===== src/rtl/key_event_decoder_pkg.sv =====
// Shared types and defaults for the keycode-to-player-control decoder.
package key_event_pkg;

  localparam int KEYS         = 8;
  localparam int NUM_SLOTS    = 2;
  localparam int NUM_PLAYERS  = 2;
  localparam int REPEAT_DELAY = 20;
  localparam int REPEAT_RATE  = 4;
  localparam int CNT_W        = 5;

  typedef logic [7:0]              usage_t;
  typedef usage_t [KEYS-1:0]       keymap_t;
  typedef logic [KEYS-1:0]         keyvec_t;

  // Usage ID 0x00 means "no key" in both the keycode word and the map.
  function automatic logic slot_hit(input usage_t slot, input usage_t entry);
    return (entry != '0) && (slot == entry);
  endfunction

endpackage


===== src/rtl/key_event_decoder_key_match.sv =====
// Combinational lookup: which mapped keys are present in the registered keycode word.
// Every slot is compared against every map entry; duplicate entries each light their own bit.
module key_match
  import key_event_pkg::*;
#(
  parameter int NUM_SLOTS = key_event_pkg::NUM_SLOTS
) (
  input  logic [8*NUM_SLOTS-1:0] kc_i,
  input  keymap_t                map_i,
  output keyvec_t                live_o
);

  always_comb begin
    live_o = '0;
    for (int k = 0; k < KEYS; k++) begin
      for (int s = 0; s < NUM_SLOTS; s++) begin
        if (slot_hit(kc_i[8*s +: 8], map_i[k])) begin
          live_o[k] = 1'b1;
        end
      end
    end
  end

endmodule


===== src/rtl/key_event_decoder.sv =====
// Frame-aligned held/press vectors per player from the raw keycode word.
// Outputs and frame_tick update together 3 clk after a frame_clk rise; frozen in between.
module key_event_decoder
  import key_event_pkg::*;
#(
  parameter int NUM_SLOTS    = key_event_pkg::NUM_SLOTS,
  parameter int REPEAT_DELAY = key_event_pkg::REPEAT_DELAY,
  parameter int REPEAT_RATE  = key_event_pkg::REPEAT_RATE
) (
  input  logic                   clk,
  input  logic                   reset,
  input  logic                   frame_clk,
  input  logic [8*NUM_SLOTS-1:0] keycode,
  input  logic [8*KEYS-1:0]      p1_controls,
  input  logic [8*KEYS-1:0]      p2_controls,
  output logic [KEYS-1:0]        p1_held,
  output logic [KEYS-1:0]        p2_held,
  output logic [KEYS-1:0]        p1_press,
  output logic [KEYS-1:0]        p2_press,
  output logic                   frame_tick
);

  localparam logic [CNT_W-1:0] CNT_LAST   = CNT_W'(REPEAT_DELAY - 1);
  localparam logic [CNT_W-1:0] CNT_RELOAD = CNT_W'(REPEAT_DELAY - REPEAT_RATE);

  logic                   fs1_q, fs2_q, fprev_q;
  logic                   tick;
  logic                   frame_tick_q;
  logic [8*NUM_SLOTS-1:0] kc_q;

  // Sync flops reset high: VS idles high, so coming out of reset never fakes a rise.
  always_ff @(posedge clk) begin
    if (reset) begin
      fs1_q        <= 1'b1;
      fs2_q        <= 1'b1;
      fprev_q      <= 1'b1;
      frame_tick_q <= 1'b0;
      kc_q         <= '0;
    end else begin
      fs1_q        <= frame_clk;
      fs2_q        <= fs1_q;
      fprev_q      <= fs2_q;
      frame_tick_q <= tick;
      kc_q         <= keycode;
    end
  end

  assign tick       = fs2_q & ~fprev_q;
  assign frame_tick = frame_tick_q;

  genvar p;
  generate
    for (p = 0; p < NUM_PLAYERS; p++) begin : g_player
      keymap_t          map;
      keyvec_t          live, live_prev_q, rise, rpt;
      keyvec_t          pending_q, pending_d;
      keyvec_t          held_q, held_d;
      keyvec_t          press_q, press_d;
      logic [CNT_W-1:0] cnt_q [KEYS];
      logic [CNT_W-1:0] cnt_d [KEYS];

      assign map = (p == 0) ? p1_controls : p2_controls;

      key_match #(.NUM_SLOTS(NUM_SLOTS)) u_match (
        .kc_i   (kc_q),
        .map_i  (map),
        .live_o (live)
      );

      assign rise = live & ~live_prev_q;

      // A rise in the tick cycle goes straight into press and is not left pending.
      always_comb begin
        rpt       = '0;
        held_d    = held_q;
        press_d   = press_q;
        pending_d = pending_q | rise;
        for (int k = 0; k < KEYS; k++) begin
          cnt_d[k] = cnt_q[k];
        end
        if (tick) begin
          for (int k = 0; k < KEYS; k++) begin
            if (!live[k]) begin
              cnt_d[k] = '0;
            end else if (cnt_q[k] == CNT_LAST) begin
              rpt[k]   = 1'b1;
              cnt_d[k] = CNT_RELOAD;
            end else begin
              cnt_d[k] = cnt_q[k] + CNT_W'(1);
            end
          end
          held_d    = live;
          press_d   = pending_q | rise | rpt;
          pending_d = '0;
        end
      end

      always_ff @(posedge clk) begin
        if (reset) begin
          live_prev_q <= '0;
          pending_q   <= '0;
          held_q      <= '0;
          press_q     <= '0;
          for (int k = 0; k < KEYS; k++) begin
            cnt_q[k] <= '0;
          end
        end else begin
          live_prev_q <= live;
          pending_q   <= pending_d;
          held_q      <= held_d;
          press_q     <= press_d;
          for (int k = 0; k < KEYS; k++) begin
            cnt_q[k] <= cnt_d[k];
          end
        end
      end
    end
  endgenerate

  assign p1_held  = g_player[0].held_q;
  assign p2_held  = g_player[1].held_q;
  assign p1_press = g_player[0].press_q;
  assign p2_press = g_player[1].press_q;

endmodule


===== config.mk =====
export PLATFORM = sky130hd
export DESIGN_NAME = key_event_decoder
export DESIGN_NICKNAME = d
export VERILOG_FILES = /design/src/rtl/key_event_decoder_pkg.sv /design/src/rtl/key_event_decoder_key_match.sv /design/src/rtl/key_event_decoder.sv
export SDC_FILE = /design/constraint.sdc
export NUM_CORES = 1
export LEC_CHECK = 0
export CORE_ASPECT_RATIO = 1.5
export CORE_UTILIZATION = 54
export DETAILED_ROUTE_END_ITERATION = 8
export HOLD_SLACK_MARGIN = 0.03
export PLACE_DENSITY_LB_ADDON = 0.25
export SYNTH_ARGS = -nofsm -noshare
export SYNTH_HDL_FRONTEND = slang
export SYNTH_SLANG_ARGS = --single-unit
export TNS_END_PERCENT = 20

===== constraint.sdc =====
create_clock -name clk -period 2.3 [get_ports clk]
set_input_delay 0.69 -clock clk [delete_from_list [all_inputs] [get_ports clk]]
set_output_delay 0.69 -clock clk [all_outputs]
set_load 0.01 [all_outputs]

======== After elaboration in Yosys (flattened, before gate mapping) ========
Memory sizes are Yosys's and may differ from the RTL's.
Index checks and enable logic that the tools add are counted.
operators by class
  reduce and logical (&&, ||, !) cells .... 49
  equal/unequal tests ..................... 48
  $add $sub $neg .......................... 16
  muxes and demuxes ....................... 133
  bitwise logic cells ..................... 26
operators with widths
  operator             count
  $eq 8x8->1           32
  $mux 5               48
  $reduce_bool 8->1    16
  $mux 1               83
  $add 5x1->5 const B  16
  $eq 5x5->1 const B   16
  $mux 40              2
  $logic_and 1x1->1    32
  $or 8x8->8           4
  $and 8x8->8          2
  $not 8->8            2
  $or 1x1->1           16
  $reduce_or 2->1      1
  $and 1x1->1          1
  $not 1->1            1
storage, ports and cells
  bits in registers ....................... 84
  bits of input ports ..................... 147
  output and inout bits ................... 33
  memories kept ........................... 2
  RAM bits ................................ 80
memories
  memory             words  width  rd ports  clocked after Yosys merged registers in  write ports  RTL line                 source
  g_player[0].cnt_q  8      5      8         0                                        8            key_event_decoder.sv:59  logic [CNT_W-1:0] cnt_q [KEYS];
  g_player[1].cnt_q  8      5      8         0                                        8            key_event_decoder.sv:59

======== Logic depth before layout (Yosys ltp) ========
Gate-level depths: netlist (run 1).
  depth after elaboration ................. 7
  depth in mapped cells ................... 8
  gate-level depth less buffers ........... 6

======== Modules after synthesis ========
From an unflattened synthesis (run 1), not the netlist that was laid out.
second synthesis, totals
  cells, all modules ...................... 1178
  area total of the unflattened synthesis .. 10440.0 µm²
by module, submodules not included
  module             seq. area each (µm²)  area each (µm²)  instances  cells each
  key_event_decoder  3283.1                6954.2           1          762
  key_match          0.0                   1742.9           2          208

======== Least setup slack after synthesis (run 1) ========
Ideal clock, no wire load.
  kind .................................... input port to flip-flop
  start ................................... in reset
  end ..................................... mem g_player[1].cnt_q[0][2]
  library setup time ...................... 0.126 ns
  stages .................................. 7
  path slack .............................. 0.489 ns
  path buffers ............................ 3
  arrival ................................. 1.684 ns
  path through ............................ clkbuf_1 -> nand2b_1 -> clkbuf_1 -> inv_2 -> clkbuf_1 -> nand4_1 -> o211ai_1
RTL lines
  item             RTL line                 source
  start, declared  key_event_decoder.sv:11  input logic reset,
  end, declared    key_event_decoder.sv:59

==> results.sh, run 1 <==
export IMPL_synth_xor_area_frac=0.218
export IMPL_grt_pass1_vias=9699
export IMPL_wire_per_inst_um=17.2
export IMPL_slowest_delay_ps=490
export IMPL_crit_path_top_delay_cell="clkdlybuf4s50_1"
export IMPL_yosys_warnings=0
export IMPL_fin_tns_setup_ps=0
export IMPL_post_cts_resized=0
export IMPL_path_delay_family="simple AND/OR/NAND/NOR gates"
export IMPL_power_density_nw_per_um2=521
export IMPL_clk_latency_ps=430
export IMPL_num_antenna_cells=0
export IMPL_antenna_left=0
export IMPL_post_route_period_util=0.909
export IMPL_synthSimpleGateAreaFrac=0.275
export IMPL_synthMuxAreaShare=0
export IMPL_fmax_mhz=478
export IMPL_place_inst=1675
export IMPL_yosysUniqueCellTypes=46
export IMPL_netlist_top_cell_by_area="dfxtp_1"
export IMPL_antenna_found_initial=0
export IMPL_syn_to_final_growth_pct=26.1
export IMPL_syn_inst=1256
export IMPL_io_pins=180
export IMPL_drt_first_iter_violations=642
export IMPL_fp_dieW_um=116
export IMPL_synth_edff_count=0
export IMPL_finalHoldViolCount=0
export IMPL_netlist_top_cells_area="dfxtp_1 (31%), xnor2_1 (21%), nand4_1 (6.2%), nand2_1 (4.5%), buf_6 (3.4%)"
export IMPL_path_clk_slew_ps=60
export IMPL_yosysSeqAreaShare=0.310
export IMPL_grt_max_degree=91
export IMPL_total_power_mw=6.95
export IMPL_gp_congestion=0.874
export IMPL_cts_setup_buffers=0
export IMPL_drive_gt1_frac=0.0924
export IMPL_final_cell_mix="xnor2_1 (252), clkdlybuf4s50_1 (178), dfxtp_1 (164)"
export IMPL_synth_net_count=1419
export IMPL_worst_setup_path_type="in -> reg"
export IMPL_synth_ff_type="dfxtp_1"
export IMPL_rrSetupSlack_ps=490
export IMPL_crit_start="p2_controls[9]"
export IMPL_crit_arrival_ps=2380
export IMPL_dieArea_um2=20200
export IMPL_cap_violations=0
export IMPL_core_area_um2=19200
export IMPL_cts_htree_levels=4
export IMPL_worstMarginPinSlew_ps=553
export IMPL_r2r_start="kc_q[5]$_SDFF_PP0_"
export IMPL_fin_cells=1707
export IMPL_clock_sinks=164
export IMPL_crit_path_start_kind="input port"
export IMPL_via_per_inst=5.85
export IMPL_firstDrtPassIters=5
export IMPL_grt_pass1_wl_um=46500
export IMPL_dp_final_hpwl_um=21000
export IMPL_status="finished clean"
export IMPL_finalNetCount=1601
export IMPL_cp_end_kind="flop"
export IMPL_crit_chain="clkdlybuf4s50_1, nor4_1, nand2_1, and3_1, a22oi_1, a21oi_1"
export IMPL_clock_path_buffers=2
export IMPL_die_h_um=173
export IMPL_routed_wirelength_um=29300
export IMPL_synth_compound_area_frac=0.119
export IMPL_crit_required_ps=2590
export IMPL_vias=9983
export IMPL_async_flop_share=0
export IMPL_worst_r2r_path_depth=7
export IMPL_cp_depth=6
export IMPL_syn_cell_area_um2=10600
export IMPL_avgSynthCellArea_um2=8.42
export IMPL_setup_viol=0
export IMPL_post_route_drc_count=0
export IMPL_peakVddDrop_uv=466
export IMPL_period_needed_ps=2090
export IMPL_track_usage=0.291
export IMPL_synthAdderAreaFrac=0.0189
export IMPL_critical_path_endpoint="g_player[1].cnt_q[0][8]$_SDFFE_PP0P_"
export IMPL_max_slew_margin_rel=0.632
export IMPL_ys_seq_elements=164
export IMPL_synth_top_family_by_area="simple AND/OR/NAND/NOR gates"
export IMPL_hold_buffers=0
export IMPL_path_buf_inv=1
export IMPL_portBuffers=179
export IMPL_leakage_nw=4.11
export IMPL_final_common_cell="xnor2_1"
export IMPL_drv_slew=0
export IMPL_grt_remaining_overflow=0
export IMPL_netlist_area_leader_share=0.310
export IMPL_rows=62
export IMPL_cts_buffers=17
export IMPL_cts_tree="done"
export IMPL_fin_skew_ps=8.63
export IMPL_start_util=0.552
export IMPL_critPathMaxFanout=3
export IMPL_hold_class="reg -> reg"
export IMPL_rsz0062_at_grt="false"
export IMPL_worstReg2RegEnd="g_player[0].cnt_q[0][14]$_SDFFE_PP0P_"
export IMPL_cts_root_buf="clkbuf_16"
-- layer usage --
metal / vias up / routed length, µm / GRT usage
met5: - / 0 / 0
met4: 0 / 731 / 0.116
met3: 63 / 1900 / 0.0598
met2: 329 / 14500 / 0.501
met1: 4746 / 12200 / 0.347
li1: 4845 / - / -
-- worst min-delay path by stage --
stage | start | endpoint | slack (ps) | cells after the start
5_1_grt | fs1_q$_SDFF_PP1_ | fs2_q$_SDFF_PP1_ | 460 | 1
6_report | fs1_q$_SDFF_PP1_ | fs2_q$_SDFF_PP1_ | 410 | 1
3_3_place_gp | fs1_q$_SDFF_PP1_ | fs2_q$_SDFF_PP1_ | 390 | 1
2_1_floorplan | fs1_q$_SDFF_PP1_ | fs2_q$_SDFF_PP1_ | 390 | 1
4_1_cts | fs1_q$_SDFF_PP1_ | fs2_q$_SDFF_PP1_ | 410 | 1
3_5_place_dp | fs1_q$_SDFF_PP1_ | fs2_q$_SDFF_PP1_ | 400 | 1
-- area by class of cell --
class                           count  area [µm²]
Multi-Input combinational cell    994        6690
Fill cell                        1522        5830
Sequential cell                   164        3280
Timing Repair Buffer              236        2350
Clock buffer                       18         439
Tap cell                          256         320
Clock inverter                     14         150
Inverter                           25        93.8
-- cell families (layout without fill, tap and decap cells) --
family                     after synthesis  count (layout)
buffers and inverters                   98             293
DFF                                    164             164
AOI/OAI and AO/OA                      169             169
adders and majority gates               16              16
xor gates and xnor gates               260             260
and+or+nand+nor                        549             549
-- state kept, by name, indices dropped and copies added, names as in the netlist --
name                  count
fs2_q                     1
kc_q                     16
frame_tick                1
p1_press                  8
g_player.pending_q       16
fs1_q                     1
g_player.cnt_q           80
p1_held                   8
fprev_q                   1
g_player.live_prev_q     16
p2_held                   8
p2_press                  8
-- through the flow --
| stage | utilization | instance area, µm² | worst slack, ps | hold WS (ps) |
|---|---|---|---|---|
| 2_1_floorplan | - | 10600 | 489 | 389 |
| 3_3_place_gp | 0.665 | 12700 | -36.8 | 391 |
| 3_5_place_dp | 0.665 | 12700 | -152 | 398 |
| 4_1_cts | 0.696 | 13300 | 195 | 414 |
| 5_1_grt | 0.696 | 13300 | 146 | 456 |
| 6_report | 0.696 | 13300 | 208 | 412 |
-- power by group --
part	total, mW	internal, mW	switching [mW]	leakage (nW)
clock network	2.82	1.64	1.19	0.283
logic	1.23	0.641	0.593	2.50
registers	2.89	2.87	0.0172	1.33
total	6.95	5.15	1.80	4.11
-- cells in the mapped netlist, types with 5 or more instances --
master and n:
o22ai_4 11, nor4b_1 5, o211ai_1 14, nand2_1 127
xnor2_1 252, nor3_1 41, nand3_1 69, o21ai_0 23
nor2_1 65, buf_6 32, and3b_1 6, inv_1 24
nor3_2 7, ha_1 16, nand2b_1 9, nand2_2 5
a22oi_1 8, nor4_1 32, nand4_1 105, clkbuf_1 36
nor2b_1 43, a31oi_1 37, nand3b_1 12, and3_1 12
a311oi_1 16, a21oi_1 41, dfxtp_1 164
No activity file was read; power rests on OpenSTA's default activity.
==> run 2: changes to the inputs <==
HOLD_SLACK_MARGIN = 0.06   (was 0.03)
==> results of run 2 <==
The final DEF is identical to that of run 1; final timing and power are the same.
==> run 3: changes to the inputs <==
CORE_MARGIN = 3   (was not set)
SLEW_MARGIN = 40   (was not set)
==> run 3 against run 2 <==
Net effect: routed wire length is 1.7% higher; critical path type is now reg -> out; sequential share of layout area is 0.20 points higher; critical endpoint is now p1_press[5]; cell count hardly changed; first-iteration DRC count is 9.7% higher; count of clock-buffer cells in the layout stayed put.
==> results.sh, run 3 (same netlist as run 1, synthesis figures left out) <==
export IMPL_cts_setup_buffers=0
export IMPL_cts_htree_levels=4
export IMPL_whs_ps=414
export IMPL_slowest_delay_ps=570
export IMPL_status="finished clean"
export IMPL_crit_arrival_ps=1400
export IMPL_fp_dieW_um=120
export IMPL_hold_buffers=0
export IMPL_portBuffers=179
export IMPL_post_route_drc_count=0
export IMPL_grt_pass1_wl_um=48500
export IMPL_wire_per_inst_um=17.4
export IMPL_power_density_nw_per_um2=507
export IMPL_cts_root_buf="clkbuf_16"
export IMPL_path_buf_inv=1
export IMPL_io_pins=180
export IMPL_track_usage=0.277
export IMPL_worstMarginPinSlew_ps=482
export IMPL_via_per_inst=5.87
export IMPL_antenna_found_initial=0
export IMPL_final_cell_area_um2=13200
export IMPL_placed_area_um2=12700
export IMPL_grt_remaining_overflow=0
export IMPL_period_needed_ps=2090
export IMPL_crit_path_top_delay_cell="clkdlybuf4s50_1"
export IMPL_setup_viol=0
export IMPL_cts_tree="done"
export IMPL_num_antenna_cells=0
export IMPL_core_area_um2=19200
export IMPL_final_common_cell="xnor2_1"
export IMPL_crit_path_start_kind="flop"
export IMPL_post_route_period_util=0.907
export IMPL_vias=10019
export IMPL_top_register="g_player.cnt_q"
export IMPL_post_cts_resized=0
export IMPL_dp_final_hpwl_um=21500
export IMPL_cap_violations=0
export IMPL_peakVddDrop_uv=524
export IMPL_grt_pass1_vias=9856
export IMPL_fin_skew_ps=7.92
export IMPL_hold_class="reg -> reg"
export IMPL_fmax_mhz=479
export IMPL_finalNetCount=1603
export IMPL_firstDrtPassIters=5
export IMPL_syn_to_final_growth_pct=25.1
export IMPL_largest_reg_flops=80
export IMPL_clock_sinks=164
export IMPL_rows=62
export IMPL_cp_end_kind="output pin"
export IMPL_routed_wirelength_um=29800
export IMPL_rsz0062_at_grt="false"
export IMPL_critPathMaxFanout=2
export IMPL_path_delay_family="buffers and inverters"
export IMPL_worst_setup_path_type="reg -> out"
export IMPL_path_clk_slew_ps=60
export IMPL_drt_first_iter_violations=704
export IMPL_clock_path_buffers=2
export IMPL_cts_buffers=17
export IMPL_max_slew_margin_rel=0.678
export IMPL_crit_required_ps=1610
export IMPL_grt_max_degree=76
export IMPL_dieArea_um2=21300
export IMPL_start_util=0.552
export IMPL_crit_chain="clkdlybuf4s50_1"
export IMPL_antenna_left=0
export IMPL_gp_congestion=0.916
export IMPL_leakage_nw=4.06
export IMPL_final_cell_mix="xnor2_1 (252), clkdlybuf4s50_1 (178), dfxtp_1 (164)"
export IMPL_finalHoldViolCount=0
export IMPL_clk_latency_ps=420
export IMPL_drv_slew=0
export IMPL_drive_gt1_frac=0.0930
export IMPL_die_h_um=177
export IMPL_fillers=1554
-- run 3: per-stage QoR --
step	TNS [ps]	cells	setup WS, ps	util	power, mW
floorplan	0	1256	489	-	3.68
finish	0	1708	213	0.690	6.71
detailed placement	-1250	1677	-85.3	0.662	4.16
global route	0	1708	167	0.690	6.97
CTS	0	1708	190	0.690	6.76
global placement	-212	1677	-42.3	0.662	4.14
-- run 3: layout make-up --
cell class                      instances  area (µm²)  area share
Tap cell                              256         320      0.0242
Inverter                               25        93.8     0.00709
Multi-Input combinational cell        994        6690       0.506
Timing Repair Buffer                  238        2290       0.173
Sequential cell                       164        3280       0.248
Clock buffer                           18         439      0.0332
Clock inverter                         13         103     0.00776
-- run 3: routing by layer --
layer / GRT usage / wire length (µm)
met1: 0.345 / 12400
met2: 0.489 / 14800
met3: 0.0411 / 1880
met4: 0.0940 / 651
met5: 0 / 0
-- run 3: final timing paths --
path / start / end / slack (ps) / cells past startpoint
max: p1_press[5]$_SDFFE_PP0P_ / p1_press[5] / 210 / 1
min: fs1_q$_SDFF_PP1_ / fs2_q$_SDFF_PP1_ / 410 / 1
max reg2reg: kc_q[15]$_SDFF_PP0_ / p1_press[4]$_SDFFE_PP0P_ / 410 / 8
min reg2reg: fs1_q$_SDFF_PP1_ / fs2_q$_SDFF_PP1_ / 410 / 1
-- run 3: worst register-to-register path, delay by kind of cell (launching register included) --
kind | cells | cell delay, ps
xor gates and xnor gates | 1 | 110
buffers and inverters | 3 | 750
AOI/OAI and AO/OA | 2 | 340
and+or+nand+nor | 2 | 310
DFF | 1 | 310
-- run 3: where the power goes --
group          switching (mW)  internal [mW]  leakage [nW]
clock                    1.19           1.42         0.253
sequential             0.0175           2.87          1.33
combinational           0.592          0.627          2.48
total                    1.79           4.92          4.06
